--- config.mk ---
export PLATFORM = sky130hd
export DESIGN_NAME = prdec_flat
export DESIGN_NICKNAME = d
export VERILOG_FILES = /design/src/rtl/prdec_if.sv /design/src/rtl/prdec.sv /design/src/flat_wrapper.sv
export SDC_FILE = /design/constraint.sdc
export NUM_CORES = 1
export LEC_CHECK = 0
export ABC_AREA = 1
export ABC_CLOCK_PERIOD_IN_PS = 1340
export BUFFER_PORTS_ARGS = -buffer_cell sky130_fd_sc_hd__buf_2
export CAP_MARGIN = 20
export CORE_MARGIN = 3
export CORE_UTILIZATION = 49
export DETAILED_ROUTE_END_ITERATION = 8
export PLACE_DENSITY = 0.76
export SYNTH_ARGS = -nofsm -noshare
export SYNTH_HDL_FRONTEND = slang
export SYNTH_SLANG_ARGS = --single-unit
--- constraint.sdc ---
create_clock -name clk -period 1.34 [get_ports clk]
set_clock_uncertainty 0.2 [all_clocks]
set_input_delay 0.134 -clock clk [delete_from_list [all_inputs] [get_ports clk]]
set_output_delay 0.134 -clock clk [all_outputs]
set_load 0.02 [all_outputs]
--- src/rtl/prdec_if.sv ---
// Token handshake between the upstream priority encoder, the decoder and the downstream consumer.
interface prdec_if;
  logic [1:0] code;
  logic       code_v;
  logic       in_valid;
  logic       in_ready;
  logic [5:0] out_vec;
  logic       out_valid;
  logic       out_ready;

  modport master (
    output code, code_v, in_valid, out_ready,
    input  in_ready, out_vec, out_valid
  );

  modport slave (
    input  code, code_v, in_valid, out_ready,
    output in_ready, out_vec, out_valid
  );
endinterface

--- src/rtl/prdec.sv ---
// Priority-group decoder with a one-deep output register, per-code statistics and
// a lock-out state entered after three consecutive invalid tokens.
module prdec (
  input  logic       clk,
  input  logic       rst,
  input  logic       clr,
  prdec_if.slave     bus,
  output logic [7:0] cnt3,
  output logic [7:0] cnt2,
  output logic [7:0] cnt1,
  output logic [7:0] cnt0,
  output logic [7:0] err_cnt,
  output logic       err
);
  typedef enum logic {RUN = 1'b0, ERR = 1'b1} state_t;

  state_t     state, state_nxt;
  logic       ready;
  logic       acc_ok, acc_bad;
  logic [5:0] vec_p1;
  logic       vld_p1;
  logic [1:0] consec;

  function automatic logic [7:0] sat_inc(input logic [7:0] v);
    return (v == 8'hFF) ? v : v + 8'd1;
  endfunction

  function automatic logic [5:0] decode(input logic [1:0] c);
    logic [5:0] d;
    case (c)
      2'b11:   d = 6'b100000;
      2'b10:   d = 6'b010000;
      2'b01:   d = 6'b000100;
      default: d = 6'b000001;
    endcase
    return d;
  endfunction

  always_ff @(posedge clk) begin
    if (rst) state <= RUN;
    else     state <= state_nxt;
  end

  always_comb begin
    state_nxt = state;
    ready     = 1'b0;
    err       = 1'b0;
    case (state)
      RUN: begin
        ready = ~vld_p1 | bus.out_ready;
        // The third invalid in a row locks the input; a coincident clr wins.
        if (!clr && bus.in_valid && ready && !bus.code_v && consec == 2'd2)
          state_nxt = ERR;
      end
      ERR: begin
        err = 1'b1;
        if (clr) state_nxt = RUN;
      end
      default: state_nxt = RUN;
    endcase
  end

  assign acc_ok  = bus.in_valid & ready & bus.code_v;
  assign acc_bad = bus.in_valid & ready & ~bus.code_v;

  // Output stage: invalid tokens are consumed without touching the register.
  always_ff @(posedge clk) begin
    if (rst) begin
      vec_p1 <= 6'b0;
      vld_p1 <= 1'b0;
    end else if (acc_ok) begin
      vec_p1 <= decode(bus.code);
      vld_p1 <= 1'b1;
    end else if (vld_p1 && bus.out_ready) begin
      vld_p1 <= 1'b0;
    end
  end

  assign bus.in_ready  = ready;
  assign bus.out_vec   = vec_p1;
  assign bus.out_valid = vld_p1;

  always_ff @(posedge clk) begin
    if (rst || clr) begin
      cnt3    <= 8'd0;
      cnt2    <= 8'd0;
      cnt1    <= 8'd0;
      cnt0    <= 8'd0;
      err_cnt <= 8'd0;
      consec  <= 2'd0;
    end else if (acc_ok) begin
      case (bus.code)
        2'b11:   cnt3 <= sat_inc(cnt3);
        2'b10:   cnt2 <= sat_inc(cnt2);
        2'b01:   cnt1 <= sat_inc(cnt1);
        default: cnt0 <= sat_inc(cnt0);
      endcase
      consec <= 2'd0;
    end else if (acc_bad) begin
      err_cnt <= sat_inc(err_cnt);
      consec  <= (consec == 2'd3) ? consec : consec + 2'd1;
    end
  end
endmodule

--- src/flat_wrapper.sv ---
// flat-port wrapper written by rule: the top's interface ports become plain ports
module prdec_flat 
  (clk, rst, clr, cnt3, cnt2, cnt1, cnt0, err_cnt, err, bus_code, bus_code_v, bus_in_valid, bus_out_ready, bus_in_ready, bus_out_vec, bus_out_valid);
  prdec_if bus_i ();
  input  logic clk;
  input  logic rst;
  input  logic clr;
  output logic [7:0] cnt3;
  output logic [7:0] cnt2;
  output logic [7:0] cnt1;
  output logic [7:0] cnt0;
  output logic [7:0] err_cnt;
  output logic err;
  input wire logic [$bits(bus_i.code)-1:0] bus_code;
  input wire logic [$bits(bus_i.code_v)-1:0] bus_code_v;
  input wire logic [$bits(bus_i.in_valid)-1:0] bus_in_valid;
  input wire logic [$bits(bus_i.out_ready)-1:0] bus_out_ready;
  output wire logic [$bits(bus_i.in_ready)-1:0] bus_in_ready;
  output wire logic [$bits(bus_i.out_vec)-1:0] bus_out_vec;
  output wire logic [$bits(bus_i.out_valid)-1:0] bus_out_valid;
  assign bus_i.code = bus_code;
  assign bus_i.code_v = bus_code_v;
  assign bus_i.in_valid = bus_in_valid;
  assign bus_i.out_ready = bus_out_ready;
  assign bus_in_ready = bus_i.in_ready;
  assign bus_out_vec = bus_i.out_vec;
  assign bus_out_valid = bus_i.out_valid;
  prdec u_core (.clk(clk), .rst(rst), .clr(clr), .bus(bus_i), .cnt3(cnt3), .cnt2(cnt2), .cnt1(cnt1), .cnt0(cnt0), .err_cnt(err_cnt), .err(err));
endmodule
# Word-level counts from Yosys, hierarchy flattened
# Cells that the tools add are included.
[word_totals] regBits=50 inputBits=8 elab_cells=65
[op_classes] addsub=6 n_eq_ne=10 n_mux=8 n_bitwise=15 n_reduce_logical=17
[ops] operator="$add A8 B1 Y8 const B" count=5
[ops] operator="$eq A8 B8 Y1 const B" count=5
[ops] operator="$pmux W6 S3" count=1
[ops] operator="$reduce_and A3 Y1" count=5
[ops] operator="$not A1 Y1" count=11
[ops] operator="$eq A2 B2 Y1 const B" count=4
[ops] operator="$mux W1" count=6
[ops] operator="$logic_and A1 B1 Y1" count=5
[ops] operator="$and A1 B1 Y1" count=3
[ops] operator="$reduce_or A3 Y1" count=1
[ops] operator="$add A2 B1 Y2 const B" count=1
[ops] operator="$eq A2 B1 Y1 const B" count=1
[ops] operator="$logic_not A1 Y1" count=2
[ops] operator="$pmux W1 S2" count=1
[ops] operator="$reduce_and A2 Y1" count=1
[ops] operator="$reduce_bool A2 Y1" count=1
[ops] operator="$reduce_or A2 Y1" count=1
[ops] operator="$logic_or A1 B1 Y1" count=1
[ops] operator="$or A1 B1 Y1" count=1

# Longest topological paths before layout
# Gate-level depths: netlist of run 1.
[logic_depth] ltp_word=7 ltp_mapped=9

# Worst setup path before layout of run 1
# No wires, ideal clock.
[synth_timing] path_type="register to register" from="register u_core.cnt0[0]" to="register u_core.cnt0[5]" t_arrival_ps=1274 setup_slack_ps=-247 stages_incl_launch_ff=9 synth_period_minus_slack_ps=1587 cell_sequence="dfxtp_1 > ha_1 > nand2_1 > nor2_1 > nand2_1 > nand3_2 > nand2_1 > nand2_1 > nor2_1"
[synth_via] elab_chain_cells=3 elab_cells_between_ends=4 cone_classes="add/sub: 1; eq/ne: 1; bitwise: 1; reduce/logical: 1"
[synth_lines] element="start: declaration" line="prdec.sv:11" text="output logic [7:0] cnt0,"
[synth_lines] element="start signal: assignment" line="prdec.sv:96" text="default: cnt0 <= sat_inc(cnt0);"
[synth_lines] element="branches (longest 3 deep; another with $add A8 B1 Y8)"
# Parallel ways; which one is timed is not known.
# A chain may end at the register's enable or synchronous reset.

# Final worst setup path of run 1
[layout_timing] from="register u_core.cnt2[0]" to="register u_core.cnt2[0]"
[layout_via] elab_chain_cells=3 elab_cells_between_ends=4 cone_classes="add/sub: 1; eq/ne: 1; bitwise: 1; reduce/logical: 1"
[layout_lines] element="start: declaration" line="prdec.sv:9" text="output logic [7:0] cnt2,"
[layout_lines] element="start signal: assignment" line="prdec.sv:94" text="2'b10: cnt2 <= sat_inc(cnt2);"
[layout_lines] element="branches (longest 3 deep; another with $add A8 B1 Y8)"
# Parallel ways; which one is timed is not known.

==> out/results.tsv, run 1 <==
stage	metric	value	unit
status	outcome	complete, but fails checks	
status	violations	setup timing	
cts	cts_root_buf	clkbuf_8	
cts	clock_sink_count	48	
placement	port_buffers	54	
global_route	antenna_found_initial	0	
sta	fmax	677.5	MHz
floorplan	core	5205	sq um
worst_hold_path	min_to	u_core.cnt3[0]$_SDFFE_PP0P_	
synthesis	ys_warn_count	0	
sta	rsz0062_at_grt	yes	
critical_path	reg2reg_to	u_core.cnt2[0]$_SDFFE_PP0P_	
placement	dpl.hpwl	4645	um
detailed_routing	drtIter0Drc	157	
layout	fill_cells	370	
sta	hold_slack	0.03880	ns
global_route	grt_pass1_wl	11180	um
worst_hold_path	hold_path_class	input pin to register	
critical_path	crit_required	1.34	ns
sta	max_slew_margin	0.6434	
global_route	grt_pass1_vias	2560	
synthesis	synth_most_common_cell	nand2_1	
layout	diodes	0	
pwr	seqPwrFrac	0.535	
detailed_routing	route.detailed.drc	0	
synthesis	synth-seq-cells	48	
placement	gp_congestion	0.8141	
critical_path	cp_max_fo	7	
pwr	power_switching	0.7143	mW
synthesis	async_flop_share	0	
pwr	p_int	1.971	mW
flow_run	max_cap_violations	0	
sta	worstMarginPinSlew	0.5342	ns
global_route	grt_max_degree	25	
synthesis	mappedNetlistArea	2671	sq um
layout	fin_area	4024	sq um
cts	worstSkewPairLatency	0.31	ns
layout	area_delta_synth_final	50.63	%
synthesis	synth_common_cells	nand2_1 (130), nor2_1 (62), dfxtp_1 (48), inv_1 (43), a21oi_1 (29)	
sta	period_needed	1.476	ns
floorplan	die-area	6374	sq um
floorplan	io_pins	57	
synthesis	synth_top_area_frac	0.3597	
critical_path	worstPathArrival	1.48	ns
sta	hold_violations	0	
critical_path	cp_common_cell	nand2_4	
floorplan	dieWidth	79.84	um
floorplan	die_y	79.84	um
global_route	grt_usage	0.2194	
detailed_routing	wire_per_inst	12.44	um
pwr	swShare	0.2660	
pwr	pwr-share-clk	0.342	
cts	cts-buffers-inserted	5	
critical_path	critPathMaxStageDelay	0.36	ns
placement	place_area	3528	sq um
critical_path	timing.rr.start	u_core.cnt2[0]$_SDFFE_PP0P_	
sta	timing.final.crit_share	1.102	
layout	fin_cells	579	
synthesis	synth_ff_type	dfxtp_1	
cts	clockBufferDepth	2	
cts	clk_pin_slew	0.09	ns
floorplan	rows	26	
detailed_routing	firstDrtPassIters	4	
synthesis	yosysTopAreaCell	dfxtp_1	
detailed_routing	drtAntennaViolNets	0	
pwr	vdd_ir_drop_max	0.3945	mV
critical_path	crit_chain	ha_4 > nand2_4 > nor2_4 > nand2_4 > nand2_4 > nor2_4 > nand2_1 > nand2_1 > nor2_1	
placement	place_inst	558	
critical_path	worstSetupPathType	register to register	
pwr	total_leakage_power	1.897	nW
pwr	cellPowerDensity	667.2	nW/um^2
sta	slew_violations	0	
floorplan	initial_utilization	0.5132	
synthesis	synthCells	399	
cts	htree_levels	2	
synthesis	synth_edf_count	0	
cts	cts_tree	built	
layout	nets	523	
synthesis	synth_area_leaders	dfxtp_1 (36%), nand2_1 (18%), nor2_1 (8.7%)	
critical_path	rrSetupSlack	-0.14	ns
worst_hold_path	hold_depth	5	
synthesis	ys_types	29	
synthesis	synth_seq_area_share	0.3597	
sta	setup_viol	41	
global_route	overflow	0	
critical_path	worstRegToRegCells	9	
critical_path	end_kind	register	
pwr	pwr-share-comb	0.123	
detailed_routing	vias	2862	
detailed_routing	vias_per_cell	4.943	
worst_hold_path	hp-start	clr	
critical_path	startpoint_type	register	
sta	timing.final.ws_setup	-0.1361	ns
synthesis	synth.avg_cell_area	6.695	sq um
critical_path	critPathSlowestCell	dfxtp_4	
layout	drive_above_1_share	0.4617	
detailed_routing	wirelength	7203	um
-- critical path, delay by kind of cell, from the launching register on --
| family | cells | cell delay (ns) |
|---|---|---|
| simple gates | 8 | 0.65 |
| flops | 1 | 0.36 |
| fa+ha+maj | 1 | 0.16 |
-- through the flow --
| step | total power, mW | setup WS, ns | util | setup TNS [ns] |
|---|---|---|---|---|
| after CTS | 2.660 | -0.07817 | 0.7317 | -1.482 |
| after floorplan | 1.644 | -0.05305 | - | -0.6719 |
| final | 2.685 | -0.1361 | 0.7731 | -2.670 |
| after detailed placement | 1.736 | -0.09661 | 0.6779 | -2.374 |
| after global routing | 2.784 | -0.2298 | 0.7731 | -5.842 |
| after global placement | 1.731 | -0.05479 | 0.6779 | -1.450 |
-- state kept, by name, indices dropped and copies added (netlist names) --
register / cells
u_core.bus.out_valid: 1
u_core.bus.out_vec: 4
u_core.cnt0: 8
u_core.cnt1: 8
u_core.cnt2: 8
u_core.cnt3: 8
u_core.consec: 2
u_core.err_cnt: 8
u_core.state: 1
-- how the worst max path moves through the flow --
stage / start / to / slack (ns) / cells past startpoint
CTS: u_core.cnt2[0]$_SDFFE_PP0P_ / u_core.cnt2[2]$_SDFFE_PP0P_ / -0.08 / 8
finish: u_core.cnt2[0]$_SDFFE_PP0P_ / u_core.cnt2[0]$_SDFFE_PP0P_ / -0.14 / 9
global route: u_core.cnt2[0]$_SDFFE_PP0P_ / u_core.cnt2[0]$_SDFFE_PP0P_ / -0.23 / 8
global placement: u_core.bus.out_valid$_SDFFE_PP0P_ / u_core.cnt1[1]$_SDFFE_PP0P_ / -0.05 / 6
detailed placement: u_core.cnt2[0]$_SDFFE_PP0P_ / u_core.cnt2[7]$_SDFFE_PP0P_ / -0.1 / 8
floorplan: u_core.cnt1[0]$_SDFFE_PP0P_ / u_core.cnt1[0]$_SDFFE_PP0P_ / -0.05 / 9
-- power by group through the flow --
| stage | Combinational, mW | Sequential, mW | Clock, mW |
|---|---|---|---|
| 3_3_place_gp | 0.262 | 1.47 | 0 |
| 3_5_place_dp | 0.266 | 1.47 | 0 |
| 6_report | 0.331 | 1.44 | 0.917 |
| 2_1_floorplan | 0.156 | 1.49 | 0 |
| 5_1_grt | 0.360 | 1.44 | 0.985 |
| 4_1_cts | 0.303 | 1.44 | 0.920 |
-- routing by layer --
metal  vias up  track usage  wire length [um]  part of all wire
met4         0      0.05743               119             0.017
met5         -            0                 0                 0
met2        61       0.3723              3528              0.49
li1       1460            -                 -                 -
met1      1330       0.2819              3244              0.45
met3        11      0.04628               312             0.043
-- cells in the final DEF (no fill, tap or decap), drive strengths merged --
| master | count |
|---|---|
| a21o | 1 |
| a21oi | 29 |
| buf | 101 |
| clkbuf | 7 |
| clkinvlp | 1 |
| conb | 2 |
| dfxtp | 48 |
| dlygate4sd3 | 3 |
| ha | 7 |
| inv | 47 |
| nand2 | 136 |
| nand3 | 17 |
| nand3b | 5 |
| nand4 | 2 |
| nor2 | 72 |
| nor3 | 4 |
| o21ai | 10 |
| or2 | 2 |
| xnor2 | 1 |
| xor2 | 14 |
-- area by class of cell --
class,instances,area [sq um],share of cell area
multi-input combinational,302,1926,0.4785
sequential,48,1020,0.2534
timing repair buffer,104,710.7,0.1766
inverter,47,186.4,0.04633
tap,70,87.58,0.02177
clock buffer,7,86.33,0.02146
clock inverter,1,7.507,0.001866
-- repair_timing --
| item | in CTS | in global routing |
|---|---|---|
| setup endpoints to repair | 41 | 51 |
| setup buffers | 5 | 2 |
| gates cloned | 2 | 1 |
| hold buffers | 3 | 0 |
| resized for setup | 26 | 58 |
| pin swaps | 21 | 28 |
| hold endpoints to repair | 6 | 0 |
-- cell families (layout without fill, tap and decap cells) --
family	after synthesis	after routing	synth area share
and+or+nand+nor	235	238	0.3981
buffers and inverters	53	159	0.08290
DFF	48	48	0.3597
AOI/OAI and AO/OA	40	40	0.07588
xor gates and xnor gates	15	15	0.04918
adders and majority gates	7	7	0.03279
other	1	2	0.001404
(Power assumes the default switching activity.)
==> inputs of run 2 (changes only) <==
--- a/config.mk
+++ b/config.mk
@@ -6,13 +6,14 @@
 export NUM_CORES = 1
 export LEC_CHECK = 0
 export ABC_AREA = 1
-export ABC_CLOCK_PERIOD_IN_PS = 1340
+export ABC_CLOCK_PERIOD_IN_PS = 1500
 export BUFFER_PORTS_ARGS = -buffer_cell sky130_fd_sc_hd__buf_2
 export CAP_MARGIN = 20
 export CORE_MARGIN = 3
-export CORE_UTILIZATION = 49
+export CORE_UTILIZATION = 51
 export DETAILED_ROUTE_END_ITERATION = 8
-export PLACE_DENSITY = 0.76
+export GPL_TIMING_DRIVEN = 0
+export PLACE_DENSITY = 0.75
 export SYNTH_ARGS = -nofsm -noshare
 export SYNTH_HDL_FRONTEND = slang
 export SYNTH_SLANG_ARGS = --single-unit
==> constraint.sdc (replaced) <==
create_clock -name clk -period 1.5 [get_ports clk]
set_clock_uncertainty 0.2 [all_clocks]
set_input_delay 0.15 -clock clk [delete_from_list [all_inputs] [get_ports clk]]
set_output_delay 0.15 -clock clk [all_outputs]
set_load 0.02 [all_outputs]
==> run 2 against run 1 <==
Effect of this change:
- total power is 12% lower
- critical endpoint is now u_core.cnt1[3]$_SDFFE_PP0P_
- via count shrank 5.6%
- largest power group unchanged
- global-route usage is 1.2 points lower
- critical path depth shrank 1
- combinational power fell by 24%
- final area shrank 11%
- worst setup slack improved by 0.15 ns
- routed wire length is 5.0% lower
- die area shrank 3.6%
- hold slack gained 0.058 ns
- the run now ends clean
==> out/results.tsv, run 2 (synthesis gave the netlist of run 1 again) <==
stage	metric	value	unit
status	outcome	finished clean	
critical_path	timing.rr.start	u_core.cnt1[0]$_SDFFE_PP0P_	
floorplan	dieWidth	78.38	um
placement	place_area	3047	sq um
layout	nets	494	
detailed_routing	drtIter0Drc	141	
detailed_routing	route.detailed.drc	0	
worst_hold_path	min_to	u_core.bus.out_vec[5]$_SDFFE_PP0P_	
critical_path	worstPathArrival	1.52	ns
floorplan	initial_utilization	0.5474	
flow_run	max_cap_violations	0	
cts	clock_sink_count	48	
detailed_routing	drtAntennaViolNets	0	
detailed_routing	vias	2702	
sta	period_needed	1.491	ns
global_route	grt_pass1_wl	10360	um
detailed_routing	wirelength	6842	um
floorplan	io_pins	57	
sta	fin_setup_tns	0	ns
cts	cts_tree	built	
floorplan	die_y	78.38	um
sta	rsz0062_at_grt	yes	
sta	setup_viol	0	
floorplan	core	4880	sq um
placement	gp_congestion	0.8137	
sta	fmax	670.9	MHz
detailed_routing	wire_per_inst	12.51	um
critical_path	end_kind	register	
sta	worstMarginPinSlew	0.5387	ns
placement	dpl.hpwl	4311	um
layout	final_common_cell	nand2_1	
sta	max_slew_margin	0.6395	
cts	clk_pin_slew	0.09	ns
global_route	antenna_found_initial	0	
global_route	grt_max_degree	15	
layout	fin_cells	547	
pwr	p_total	2.351	mW
floorplan	rows	25	
layout	layout_common_cells	nand2_1 (116), nor2_1 (60), buf_2 (56)	
sta	timing.final.crit_share	0.9937	
global_route	overflow	0	
worst_hold_path	hold_depth	5	
worst_hold_path	hp-start	bus_code[0]	
sta	hold_violations	0	
global_route	grt_usage	0.2078	
pwr	vdd_ir_drop_max	0.3936	mV
sta	slew_violations	0	
critical_path	rrSetupSlack	0.009	ns
sta	hold_slack	0.09680	ns
critical_path	cp_max_fo	6	
layout	diodes	0	
critical_path	worstSetupPathType	register to register	
placement	port_buffers	54	
cts	clockBufferDepth	2	
cts	htree_levels	2	
critical_path	startpoint_type	register	
floorplan	die-area	6143	sq um
critical_path	crit_required	1.53	ns
worst_hold_path	hold_path_class	input pin to register	
placement	place_inst	521	
cts	worstSkewPairLatency	0.30	ns
critical_path	reg2reg_to	u_core.cnt1[3]$_SDFFE_PP0P_	
global_route	grt_pass1_vias	2353	
detailed_routing	vias_per_cell	4.940	
pwr	total_leakage_power	1.691	nW
cts	cts-buffers-inserted	5	
layout	area_delta_synth_final	33.86	%
detailed_routing	firstDrtPassIters	4	
cts	cts_root_buf	clkbuf_8	
pwr	cellPowerDensity	657.4	nW/um^2
layout	drive_above_1_share	0.3188	
layout	fin_area	3576	sq um
layout	fill_cells	387	
critical_path	worstRegToRegCells	8	
==> run 2: report_power, final <==
group / leakage [nW] / internal (mW) / switching [mW] / total, mW
logic: 1.25 / 0.0869 / 0.164 / 0.251
clock network: 0.0445 / 0.375 / 0.431 / 0.806
registers: 0.395 / 1.28 / 0.0139 / 1.29
==> run 2: critical path, stage by stage (launching register included) <==
cell     delay, ns
dfxtp_4       0.37
ha_4          0.16
nand2_4       0.08
nor2_4        0.05
nand2_4       0.11
nand2_4       0.07
nor2_8        0.17
nand2_2       0.08
a21oi_2       0.12
==> run 2: repair_timing <==
item                                    4_1_cts  5_1_grt
pin swaps                                     7       23
endpoints found under the setup margin       35       38
hold buffers                                  4        0
hold endpoints to repair                      8        0
gates resized for setup                      19       52
gates cloned                                  0        3
buffers inserted                              3        8
==> run 2: layout make-up <==
class | instances | area (sq um) | share of cell area
Multi-Input combinational cell | 302 | 1777 | 0.4968
Sequential cell | 48 | 989.7 | 0.2768
Timing Repair Buffer | 69 | 405.4 | 0.1134
Inverter | 47 | 181.4 | 0.05073
Clock buffer | 7 | 86.33 | 0.02414
Tap cell | 67 | 83.83 | 0.02344
Buffer | 6 | 45.04 | 0.01260
Clock inverter | 1 | 7.507 | 0.002099
==> run 2: stage by stage <==
stage | setup slack, ns | utilization
after floorplan | 0.01287 | -
after global placement | -0.07795 | 0.6244
after detailed placement | -0.1316 | 0.6244
after CTS | 0.001604 | 0.6718
after global routing | -0.03570 | 0.7328
final | 0.009398 | 0.7328
==> run 2: routing by layer <==
metal | wire length (um) | part of all wire | GRT usage
met1 | 3131 | 0.46 | 0.2546
met2 | 3364 | 0.49 | 0.3647
met3 | 303 | 0.044 | 0.04931
met4 | 43 | 0.0063 | 0.05420
met5 | 0 | 0 | 0
==> run 2: how the worst max path moves through the flow <==
stage,end,cells after the start,from
finish,u_core.cnt1[3]$_SDFFE_PP0P_,8,u_core.cnt1[0]$_SDFFE_PP0P_
global route,u_core.cnt1[3]$_SDFFE_PP0P_,8,u_core.cnt1[0]$_SDFFE_PP0P_
CTS,u_core.cnt2[0]$_SDFFE_PP0P_,9,u_core.cnt2[1]$_SDFFE_PP0P_
detailed placement,u_core.cnt1[1]$_SDFFE_PP0P_,7,u_core.cnt1[0]$_SDFFE_PP0P_
global placement,u_core.cnt1[1]$_SDFFE_PP0P_,7,u_core.cnt1[0]$_SDFFE_PP0P_
floorplan,u_core.cnt2[1]$_SDFFE_PP0P_,8,u_core.cnt2[0]$_SDFFE_PP0P_
